## src/rtl/csm_pkg.sv

```systemverilog
// rtl/csm_pkg.sv - shared types and encodings for the multi-port shared-memory controller
package csm_pkg;

  // Per-port status codes returned alongside ack
  typedef enum logic [1:0] {
    OK      = 2'b00,
    LOCKED  = 2'b01,
    BAD_REL = 2'b10,
    BAD_CMD = 2'b11
  } err_t;

  typedef enum logic [1:0] {
    IDLE  = 2'd0,
    WDATA = 2'd1,
    RESP  = 2'd2
  } state_t;

  // Plain constants for the controller state register
  localparam logic [1:0] S_IDLE  = IDLE;
  localparam logic [1:0] S_WDATA = WDATA;
  localparam logic [1:0] S_RESP  = RESP;

endpackage

```

## src/rtl/csm_rr_arbiter.sv

```systemverilog
// rtl/csm_rr_arbiter.sv - round-robin request arbiter with its own rotating pointer
module csm_rr_arbiter #(
  parameter int N = 4
) (
  input  logic                 clk,
  input  logic                 reset,
  input  logic [N-1:0]         req,
  input  logic                 advance,
  output logic [N-1:0]         grant,
  output logic [$clog2(N)-1:0] index
);
  localparam int IW = $clog2(N);

  logic [IW-1:0] rr_ptr;
  logic [IW-1:0] sel;
  logic          found;
  int            cand;

  // Pick the first requester at or after rr_ptr, wrapping around
  always_comb begin
    grant = '0;
    index = '0;
    found = 1'b0;
    cand  = 0;
    sel   = '0;
    for (int i = 0; i < N; i++) begin
      cand = int'(rr_ptr) + i;
      if (cand >= N) cand = cand - N;
      sel = IW'(cand);
      if (!found && req[sel]) begin
        found      = 1'b1;
        grant[sel] = 1'b1;
        index      = sel;
      end
    end
  end

  // Move the pointer just past the winner whenever a grant is taken
  always_ff @(posedge clk) begin
    if (reset) begin
      rr_ptr <= '0;
    end else if (advance) begin
      rr_ptr <= (index == IW'(N - 1)) ? '0 : index + 1'b1;
    end
  end

endmodule

```

## src/rtl/csm_mp_ctrl.sv

```systemverilog
// rtl/csm_mp_ctrl.sv - N-port shared-memory controller with round-robin grant and hold lock
module csm_mp_ctrl
  import csm_pkg::*;
#(
  parameter int NPROC        = 4,
  parameter int DATABITS     = 8,
  parameter int ERRBITS      = 2,
  parameter int LOCK_TIMEOUT = 64
) (
  input  logic                              clk,
  input  logic                              reset,
  input  logic [NPROC-1:0][DATABITS-1:0]    in_AD,
  input  logic [NPROC-1:0]                  rw,
  input  logic [NPROC-1:0]                  enable,
  input  logic [NPROC-1:0]                  hold,
  // lock release request ("release" itself is a reserved word)
  input  logic [NPROC-1:0]                  release_req,
  output logic [NPROC-1:0]                  ack,
  output logic [NPROC-1:0][ERRBITS-1:0]     err,
  output logic [NPROC-1:0][DATABITS-1:0]    out_data
);
  localparam int IW = $clog2(NPROC);
  localparam int TW = (LOCK_TIMEOUT > 1) ? $clog2(LOCK_TIMEOUT + 1) : 1;
  localparam logic [TW-1:0] TIMEOUT_VAL = TW'(LOCK_TIMEOUT);

  logic [1:0]          state;
  logic [IW-1:0]       gnt_idx;
  logic [IW-1:0]       arb_idx;
  logic [IW-1:0]       lock_owner;
  logic [NPROC-1:0]    gnt_oh;
  logic [NPROC-1:0]    arb_grant;
  logic [DATABITS-1:0] wr_addr;
  logic                lock_valid;
  logic                tick;
  logic [TW-1:0]       timer;
  logic                new_grant;
  logic                owner_grant;
  logic                expire;
  logic [DATABITS-1:0] mem [2**DATABITS];

  assign new_grant   = (state == S_IDLE) && (|enable);
  assign owner_grant = new_grant && lock_valid && (lock_owner == arb_idx);
  // An owner grant on the expiry edge refreshes the lock instead of losing it
  assign expire      = (LOCK_TIMEOUT != 0) && lock_valid && (timer == TIMEOUT_VAL) && !owner_grant;

  csm_rr_arbiter #(.N(NPROC)) u_arb (
    .clk     (clk),
    .reset   (reset),
    .req     (enable),
    .advance (new_grant),
    .grant   (arb_grant),
    .index   (arb_idx)
  );

  // Controller FSM, command decode, lock ownership and idle timer
  always_ff @(posedge clk) begin
    if (reset) begin
      state      <= S_IDLE;
      ack        <= '0;
      err        <= '0;
      out_data   <= '0;
      gnt_idx    <= '0;
      gnt_oh     <= '0;
      wr_addr    <= '0;
      lock_valid <= 1'b0;
      lock_owner <= '0;
      timer      <= '0;
      tick       <= 1'b0;
    end else begin
      ack <= '0;

      // timer advances on every second cycle of a held, unused lock
      if (owner_grant || !lock_valid || expire) begin
        timer <= '0;
        tick  <= 1'b0;
      end else begin
        tick <= ~tick;
        if (tick) timer <= timer + 1'b1;
      end
      if (expire) lock_valid <= 1'b0;

      case (state)
        S_IDLE: begin
          if (new_grant) begin
            gnt_idx <= arb_idx;
            gnt_oh  <= arb_grant;
            state   <= S_RESP;
            ack     <= arb_grant;
            // decode sees the lock as it was before any same-edge expiry
            if (hold[arb_idx] && release_req[arb_idx]) begin
              err[arb_idx] <= ERRBITS'(BAD_CMD);
            end else if (lock_valid && (lock_owner != arb_idx)) begin
              err[arb_idx] <= ERRBITS'(LOCKED);
            end else if (hold[arb_idx]) begin
              lock_valid   <= 1'b1;
              lock_owner   <= arb_idx;
              err[arb_idx] <= ERRBITS'(OK);
            end else if (release_req[arb_idx]) begin
              if (lock_valid) begin
                lock_valid   <= 1'b0;
                err[arb_idx] <= ERRBITS'(OK);
              end else begin
                err[arb_idx] <= ERRBITS'(BAD_REL);
              end
            end else if (!rw[arb_idx]) begin
              out_data[arb_idx] <= mem[in_AD[arb_idx]];
              err[arb_idx]      <= ERRBITS'(OK);
            end else begin
              wr_addr <= in_AD[arb_idx];
              state   <= S_WDATA;
              ack     <= '0;
            end
          end
        end
        S_WDATA: begin
          err[gnt_idx] <= ERRBITS'(OK);
          ack          <= gnt_oh;
          state        <= S_RESP;
        end
        S_RESP:  state <= S_IDLE;
        default: state <= S_IDLE;
      endcase
    end
  end

  // Memory write on the data cycle; a reset on that edge drops the write
  always_ff @(posedge clk) begin
    if (!reset && (state == S_WDATA)) begin
      mem[wr_addr] <= in_AD[gnt_idx];
    end
  end

endmodule

```

## config.mk

```make
export PLATFORM = sky130hd
export DESIGN_NAME = csm_mp_ctrl
export DESIGN_NICKNAME = d
export VERILOG_FILES = /design/src/rtl/csm_pkg.sv /design/src/rtl/csm_rr_arbiter.sv /design/src/rtl/csm_mp_ctrl.sv
export SDC_FILE = /design/constraint.sdc
export NUM_CORES = 2
export LEC_CHECK = 0
export CAP_MARGIN = 0
export CELL_PAD_IN_SITES_DETAIL_PLACEMENT = 1
export CELL_PAD_IN_SITES_GLOBAL_PLACEMENT = 2
export CORE_MARGIN = 4
export CORE_UTILIZATION = 35
export CTS_BUF_LIST = sky130_fd_sc_hd__clkbuf_16
export DETAILED_ROUTE_END_ITERATION = 8
export GPL_ROUTABILITY_DRIVEN = 0
export PLACE_DENSITY_LB_ADDON = 0.05
export SYNTH_ARGS = -nofsm -noshare
export SYNTH_HDL_FRONTEND = slang
export SYNTH_HIERARCHICAL = 1
export SYNTH_SLANG_ARGS = --single-unit
export TNS_END_PERCENT = 100
```

## constraint.sdc

```tcl
create_clock -name clk -period 6.2 [get_ports clk]
set_input_delay 1.24 -clock clk [delete_from_list [all_inputs] [get_ports clk]]
set_output_delay 1.24 -clock clk [all_outputs]
set_load 0.1 [all_outputs]
```

Yosys cells after proc, flatten, opt, wreduce, memory -nomap -nowiden

Memories as Yosys holds them, arrays and structs flattened.
Index checks and enable logic that the tools add are counted.

Register bits after elaboration: 73
Memory bits (writable): 2048
Input port bits: 50
Output and inout bits: 44
Word-level logic and storage cells: 186
Memories: 1

$add $sub $neg: 9
$lt $le $gt $ge: 16
Equality and inequality tests: 7
Multiplexer cells: 81
Bitwise operators: 20
Reduce and logical (&&, ||, !) cells: 34

Memories:

| memory | depth | bits a word | rd ports | clocked after Yosys merged registers in | wr ports | line              | source |
|---|---|---|---|---|---|---|---|
| mem    | 256   | 8           | 1        | 0                                       | 1        | csm_mp_ctrl.sv:39 | `logic [DATABITS-1:0] mem [2**DATABITS];` |

Operators by type and width:

| operator              | count |
|---|---|
| $mux W8               | 10 |
| $mux W4               | 10 |
| $mux W2               | 17 |
| $bmux W8 S2           | 2 |
| $bwmux W32            | 1 |
| $mux W1               | 24 |
| $or A4 B4 Y4          | 5 |
| $lt A2 B3 Y1 const B  | 6 |
| $logic_and A1 B1 Y1   | 17 |
| $and A8 B8 Y8         | 2 |
| $demux W8 S2          | 1 |
| $not A8 Y8            | 2 |
| $pmux W8 S2           | 1 |
| $bmux W1 S2           | 7 |
| $reduce_and A7 Y1     | 2 |
| $ge A2 B1 Y1 const B  | 6 |
| $ge A3 B3 Y1 const B  | 3 |
| $and A4 B4 Y4         | 2 |
| $demux W1 S2          | 4 |
| $demux W2 S2          | 2 |
| $not A4 Y4            | 2 |
| $or A8 B8 Y8          | 1 |
| $pmux W4 S2           | 1 |
| $sub A2 B1 Y2 const B | 4 |
| other kinds (23)      | 35 |

Depth between registers and ports, before layout

Word-level depth: 27
Gate-level depth with buffers: 21
Depth with buffers taken out: 14

Modules after synthesis

Netlist, hierarchy kept.

By module, submodules not included:

| module         | times used | cells each | area each (µm²) |
|---|---|---|---|
| csm_mp_ctrl    | 1          | 5704       | 84833.9 |
| csm_rr_arbiter | 1          | 54         | 515.5 |

Worst setup path after synthesis

OpenSTA, ideal clock, no wires.

Path kind: input to register
Start: input enable[1]
End: register out_data[14] (netlist name)
Library setup time: 0.122 ns
Data arrival time: 4.817 ns
Path slack: 1.261 ns
Stages on the path: 15
Path through: mux4_2 > nand2b_1 > nor2b_1 > o31ai_1 > buf_6 > buf_6 > mux4_2 > nand2b_1 > buf_4 > clkbuf_1 > o221ai_1 > o22ai_1 > o22ai_1 > o32a_1 > a221o_1

Word-level cells in the longest chain between the ends: 17
Elaborated cells between the ends (all ways): 47
Classes of those cells: 2 x order compare; 1 x eq/ne; 26 x mux; 5 x bitwise; 12 x reduce/logical; 1 x memory

RTL lines:

| what                                                    | line                 | source |
|---|---|---|
| from (decl)                                             | csm_mp_ctrl.sv:14    | `input logic [NPROC-1:0] enable,` |
| $bmux W1 S2                                             | csm_rr_arbiter.sv:30 | `if (!found && req[sel]) begin` |
| $mux W1 (not written as such)                           | csm_rr_arbiter.sv:30 |  |
| $mux W1                                                 | csm_rr_arbiter.sv:30 |  |
| $logic_not A1 Y1                                        | csm_rr_arbiter.sv:30 |  |
| $logic_and A1 B1 Y1                                     | csm_rr_arbiter.sv:30 |  |
| $mux W1                                                 | csm_rr_arbiter.sv:30 |  |
| $logic_not A1 Y1                                        | csm_rr_arbiter.sv:30 |  |
| $logic_and A1 B1 Y1                                     | csm_rr_arbiter.sv:30 |  |
| $mux W1                                                 | csm_rr_arbiter.sv:30 |  |
| $logic_not A1 Y1                                        | csm_rr_arbiter.sv:30 |  |
| $logic_and A1 B1 Y1                                     | csm_rr_arbiter.sv:30 |  |
| $mux W2 (*)                                             | csm_rr_arbiter.sv:30 |  |
| named net arb_idx[0]                                    | csm_mp_ctrl.sv:28    | `logic [IW-1:0] arb_idx;` |
| branches (longest 5 deep; another with $mem_v2 Z256 W8) | --                   |  |
| to (signal, indexed assignment)                         | csm_mp_ctrl.sv:106   | `out_data[arb_idx] <= mem[in_AD[arb_idx]];` |
| to (decl)                                               | csm_mp_ctrl.sv:20    | `output logic [NPROC-1:0][DATABITS-1:0] out_data` |

Mark *: on every way through the listed nets, which the timed path passes. The select of a mux whose other input is x is not followed.
A chain may end at the register's enable or synchronous reset.

Final worst setup path

Start: input enable[1]
End: register out_data[25] (netlist name)

Same word-level chain as after synthesis.

==> Flow_metrics.wiki <==
{| class="wikitable"
! Metric !! Value
|-
| Clock latency at the later pin of the worst-skew pair || 0.89 ns
|-
| TritonCTS Sinks || ~2,100
|-
| Largest net degree at the start of global routing || roughly 160
|-
| Crit path buffers/inverters || 8
|-
| Post-layout net count || 6,403
|-
| Required time worst endpoint || a little under 7 ns
|-
| Number of buffers added on ports || 93
|-
| Estimated wirelength of the detail-placed design || 189,000 um
|-
| Met2 Track Usage GR || 37.9%
|-
| Fraction of met1 tracks used by global routing || 32.2%
|-
| Die ar. || 0.252 mm2
|-
| Destination of the worst register-to-register timing path || out_data[25]
|-
| Final count of hold timing violations || 0
|-
| Number of synthesis warnings || 6
|-
| WS Path Type || input pin to flip-flop
|-
| Net Count, Synth || 5,816
|-
| Floorplan core area || 0.243 mm2
|-
| Remaining number of nets flagged by the antenna check after routing || 0
|-
| Number of I/O pins || 94
|-
| Chip Height || 502 um
|-
| Count of vias placed by the detailed router || roughly 53,000
|-
| Part of the cycle the worst path needs || between 90% and 100%
|-
| Clock root buffer master || clkbuf_16
|-
| Post-Route Utilization || between 40% and 50%
|-
| Worst slack, placed || -0.776 ns
|-
| Ys async rst share || 0%
|-
| Die width || 502 um
|-
| Kind of capture point of the worst setup path || flip-flop
|-
| LEAKAGE || 34.4 nW
|-
| Grt peak-use layer || met2
|-
| Worst Hold Endpoint || gnt_oh[0]
|-
| Number of global-route vias before repair || 54,200
|-
| Number of hold buffers added after cts || 0
|-
| Synthesized area per cell || 14.8 um2
|-
| Pin slew with the least headroom to its limit || 1.36 ns
|-
| Antenna violations before repair || 28
|-
| Endpoints failing setup || 0
|-
| Buffers inserted during post-CTS setup optimization || 0
|-
| Max rail drop VDD || 0.344 mV
|-
| Max-cap violations || 0
|-
| Final Skew || ~0.04 ns
|-
| Peak fanout along the critical path || 13
|-
| Number of synthesized flops with an enable pin || 2,048
|-
| Critical path depth in cells || 19
|-
| Row cnt || 181
|-
| Combined area of all synthesized cells || 0.0853 mm2
|-
| Routed length per placed instance || 29.8 um
|-
| Routed Wire Length || 291,000 um
|-
| Number of levels the H-tree was split into || 4
|-
| Buffer levels on the longest clock path || 3
|-
| Global-route usage over all layers || 22.9%
|-
| CP max stage delay || 0.68 ns
|-
| Worst min-delay path class || flip-flop to flip-flop
|-
| Number of distinct library cells after synthesis || 69
|-
| Starting Density || 35.1%
|-
| Max Transition Viols Final || 0
|-
| DR pass1 iterations || 7
|-
| Launching element type of the critical path || input pin
|-
| Number of storage elements in the synthesis netlist || 2,121
|-
| Power per cell area || roughly 630 mW/mm2
|-
| Clock tree from TritonCTS || built
|-
| Hold Startpoint || gnt_oh[0]
|-
| Clock-pin slew reported for the worst setup and hold paths after clock tree synthesis || 0.06 ns
|-
| Final worst path period need || 5.97 ns
|-
| Final-layout fill cell count || 24,100
|-
| Status || finished, final reports clean
|-
| DRC violations left || 0
|-
| Startpoint of the worst-slack reg-to-reg timing path || u_arb/rr_ptr[1]
|-
| Global-route met3 utilization || 2.80%
|-
| Count of mapped cells out of synthesis || ~5,800
|-
| Unrepaired setup endpoints after global routing || no
|-
| Mean number of vias per cell || 5.41
|-
| Final setup slack of the worst path || 0.234 ns
|-
| Reg2reg setup slack || 0.38 ns
|-
| Wire length of the first global-routing pass || 414,000 um
|-
| Number of DRC markers in iteration 0 || approximately 4,200
|-
| Most frequently used flop master after synthesis || edfxtp_1
|-
| GRT overflow || 0
|-
| Top delay family on crit path || buffers and inverters
|-
| Arr. time, crit path || ~6.7 ns
|-
| Area added between synthesis and finish || 20.1%
|-
| Reg2Reg Depth || 19
|-
| Slew margin rel. || 9.12%
|-
| Cells along the critical path || clkdlybuf4s50_1 > buf_4 > mux4_2 > nor4b_4 > a2111oi_0 > buf_4 > a21oi_4 > buf_4 > mux4_4 > buf_12 > nand2b_1 > nor2_1 > buf_4 > buf_4 > a21boi_0 > nor4_1 > and4_1 > buf_4 > a221o_1
|-
| Cell with the largest stage delay on the worst path || a21boi_0
|-
| Highest clock rate || 168 MHz
|-
| Share of final-layout standard cells stronger than drive strength 1 || 16.4%
|-
| Most prevalent standard cell on the critical path || buf_4
|-
| Sequential-to-total area share from yosys stat || 73.8%
|-
| Num CTS Buffers || 237
|-
| Worst hold path depth || 2
|}
-- state kept, by name, summed over array words and instances (netlist names), named ones only --
register,count
tick,1
u_arb/rr_ptr,2
gnt_idx,2
gnt_oh,4
mem,2048
state,2
wr_addr,8
ack,4
lock_valid,1
timer,7
out_data,32
lock_owner,2
-- how the worst max path moves through the flow --
stage,from,end,slack (ns)
after floorplan,enable[1],out_data[14],1.26
after CTS,enable[3],out_data[25],0.14
after global placement,enable[2],out_data[25],-0.86
after global routing,enable[3],out_data[25],0.10
final,enable[1],out_data[25],0.23
after detailed placement,enable[3],out_data[25],-0.78
-- Yosys cell counts (all sizes together), types with 5 or more instances --
master	number	area share [%]
and3	15	0.11
and4	8	0.082
or4	9	0.079
a22oi	25	0.22
a21boi	16	0.14
nor3	17	0.10
ha	8	0.12
buf	183	1.2
a32oi	153	1.6
o311ai	7	0.072
o221ai	81	0.83
nor4	42	0.31
dfxtp	73	1.7
or3	8	0.059
a2111oi	10	0.10
o22a	7	0.072
a221o	32	0.38
mux2	19	0.25
a21oi	152	0.89
clkbuf	209	0.92
a31oi	55	0.40
o21ai	47	0.28
o22ai	40	0.29
nand4	12	0.088
nand2b	10	0.073
mux2i	453	5.3
edfxtp	2048	72
nand3	68	0.40
nor2	336	1.5
and2	84	0.62
xnor2	5	0.051
a211o	7	0.072
nand2	927	4.1
a211oi	211	1.9
inv	12	0.053
nor2b	173	1.3
a311oi	138	1.4
mux4	24	0.63
a31o	7	0.072
-- layout by cell type, fill, tap and decap left out, types with 81 or more instances in the layout --
cell type and n:
edfxtp_1 2048, nand2_1 925, buf_4 539, mux2i_1 453, nor2_1 331, clkbuf_16 240, a211oi_1 210, nor2b_1 171
a32oi_1 152, a21oi_1 151, a311oi_1 138, buf_12 108, clkdlybuf4s50_1 92, and2_1 83, o221ai_1 81
-- per-stage QoR --
stage               total power, mW  TNS [ns]  instances  instance area (um2)  hold slack (ns)
floorplan                      33.5         0       5758                85300            0.436
global placement               51.0    -16.77       9308                94900            0.441
detailed placement             51.1    -16.75       9308                94900            0.450
CTS                            64.9         0       9752               102000            0.457
global route                   67.1         0       9758               102000            0.479
finish                         64.2         0       9768               103000            0.456
-- worst min-delay path, cell delays in order (launching register included) --
cell     delay [ns]
dfxtp_1        0.31
nand2_1        0.05
a21oi_1        0.05
-- power breakdown --
| group | switching (mW) | total (mW) | internal (mW) |
|---|---|---|---|
| Combinational | 20.8 | 32.4 | 11.6 |
| Clock | 5.93 | 13.7 | 7.75 |
| Sequential | 0.207 | 18.2 | 18.0 |
| Total | 26.9 | 64.2 | 37.3 |
-- logic make-up after synthesis --
kind of cell,Yosys count,synth area share [%]
AOI/OAI and AO/OA,1002,8.82
xor gates and xnor gates,8,0.0821
adders and majority gates,8,0.117
buffers and inverters,405,2.15
DFF,2121,73.8
muxes,496,6.20
and+or+nand+nor,1718,8.86
-- routing by layer --
| metal | up-vias | share of wire (%) | wire, um |
|---|---|---|---|
| met3 | 358 | 4.0 | 11800 |
| met4 | 0 | 2.3 | 6690 |
| met2 | 1170 | 48 | 140000 |
| li1 | 23500 | - | - |
| met1 | 27800 | 45 | 132000 |
| met5 | - | 0 | 0 |
-- repair_timing --
action / in CTS / in global routing
setup endpoints to repair: 0 / 4
hold endpoints to repair: 0 / 0
resized for setup: 0 / 1
-- final cells by class --
class / count / area [um2] / share of cell area, %
tap: 3202 / 4010 / 3.91
sequential: 2121 / 63000 / 61.4
antenna: 16 / 40.0 / 0.0391
timing repair buffer: 740 / 7130 / 6.96
multi-input combinational: 3232 / 20700 / 20.2
inverter: 13 / 48.8 / 0.0476
clock buffer: 240 / 6010 / 5.86
clock inverter: 204 / 1580 / 1.54
No activity file was read; power rests on OpenSTA's default activity.
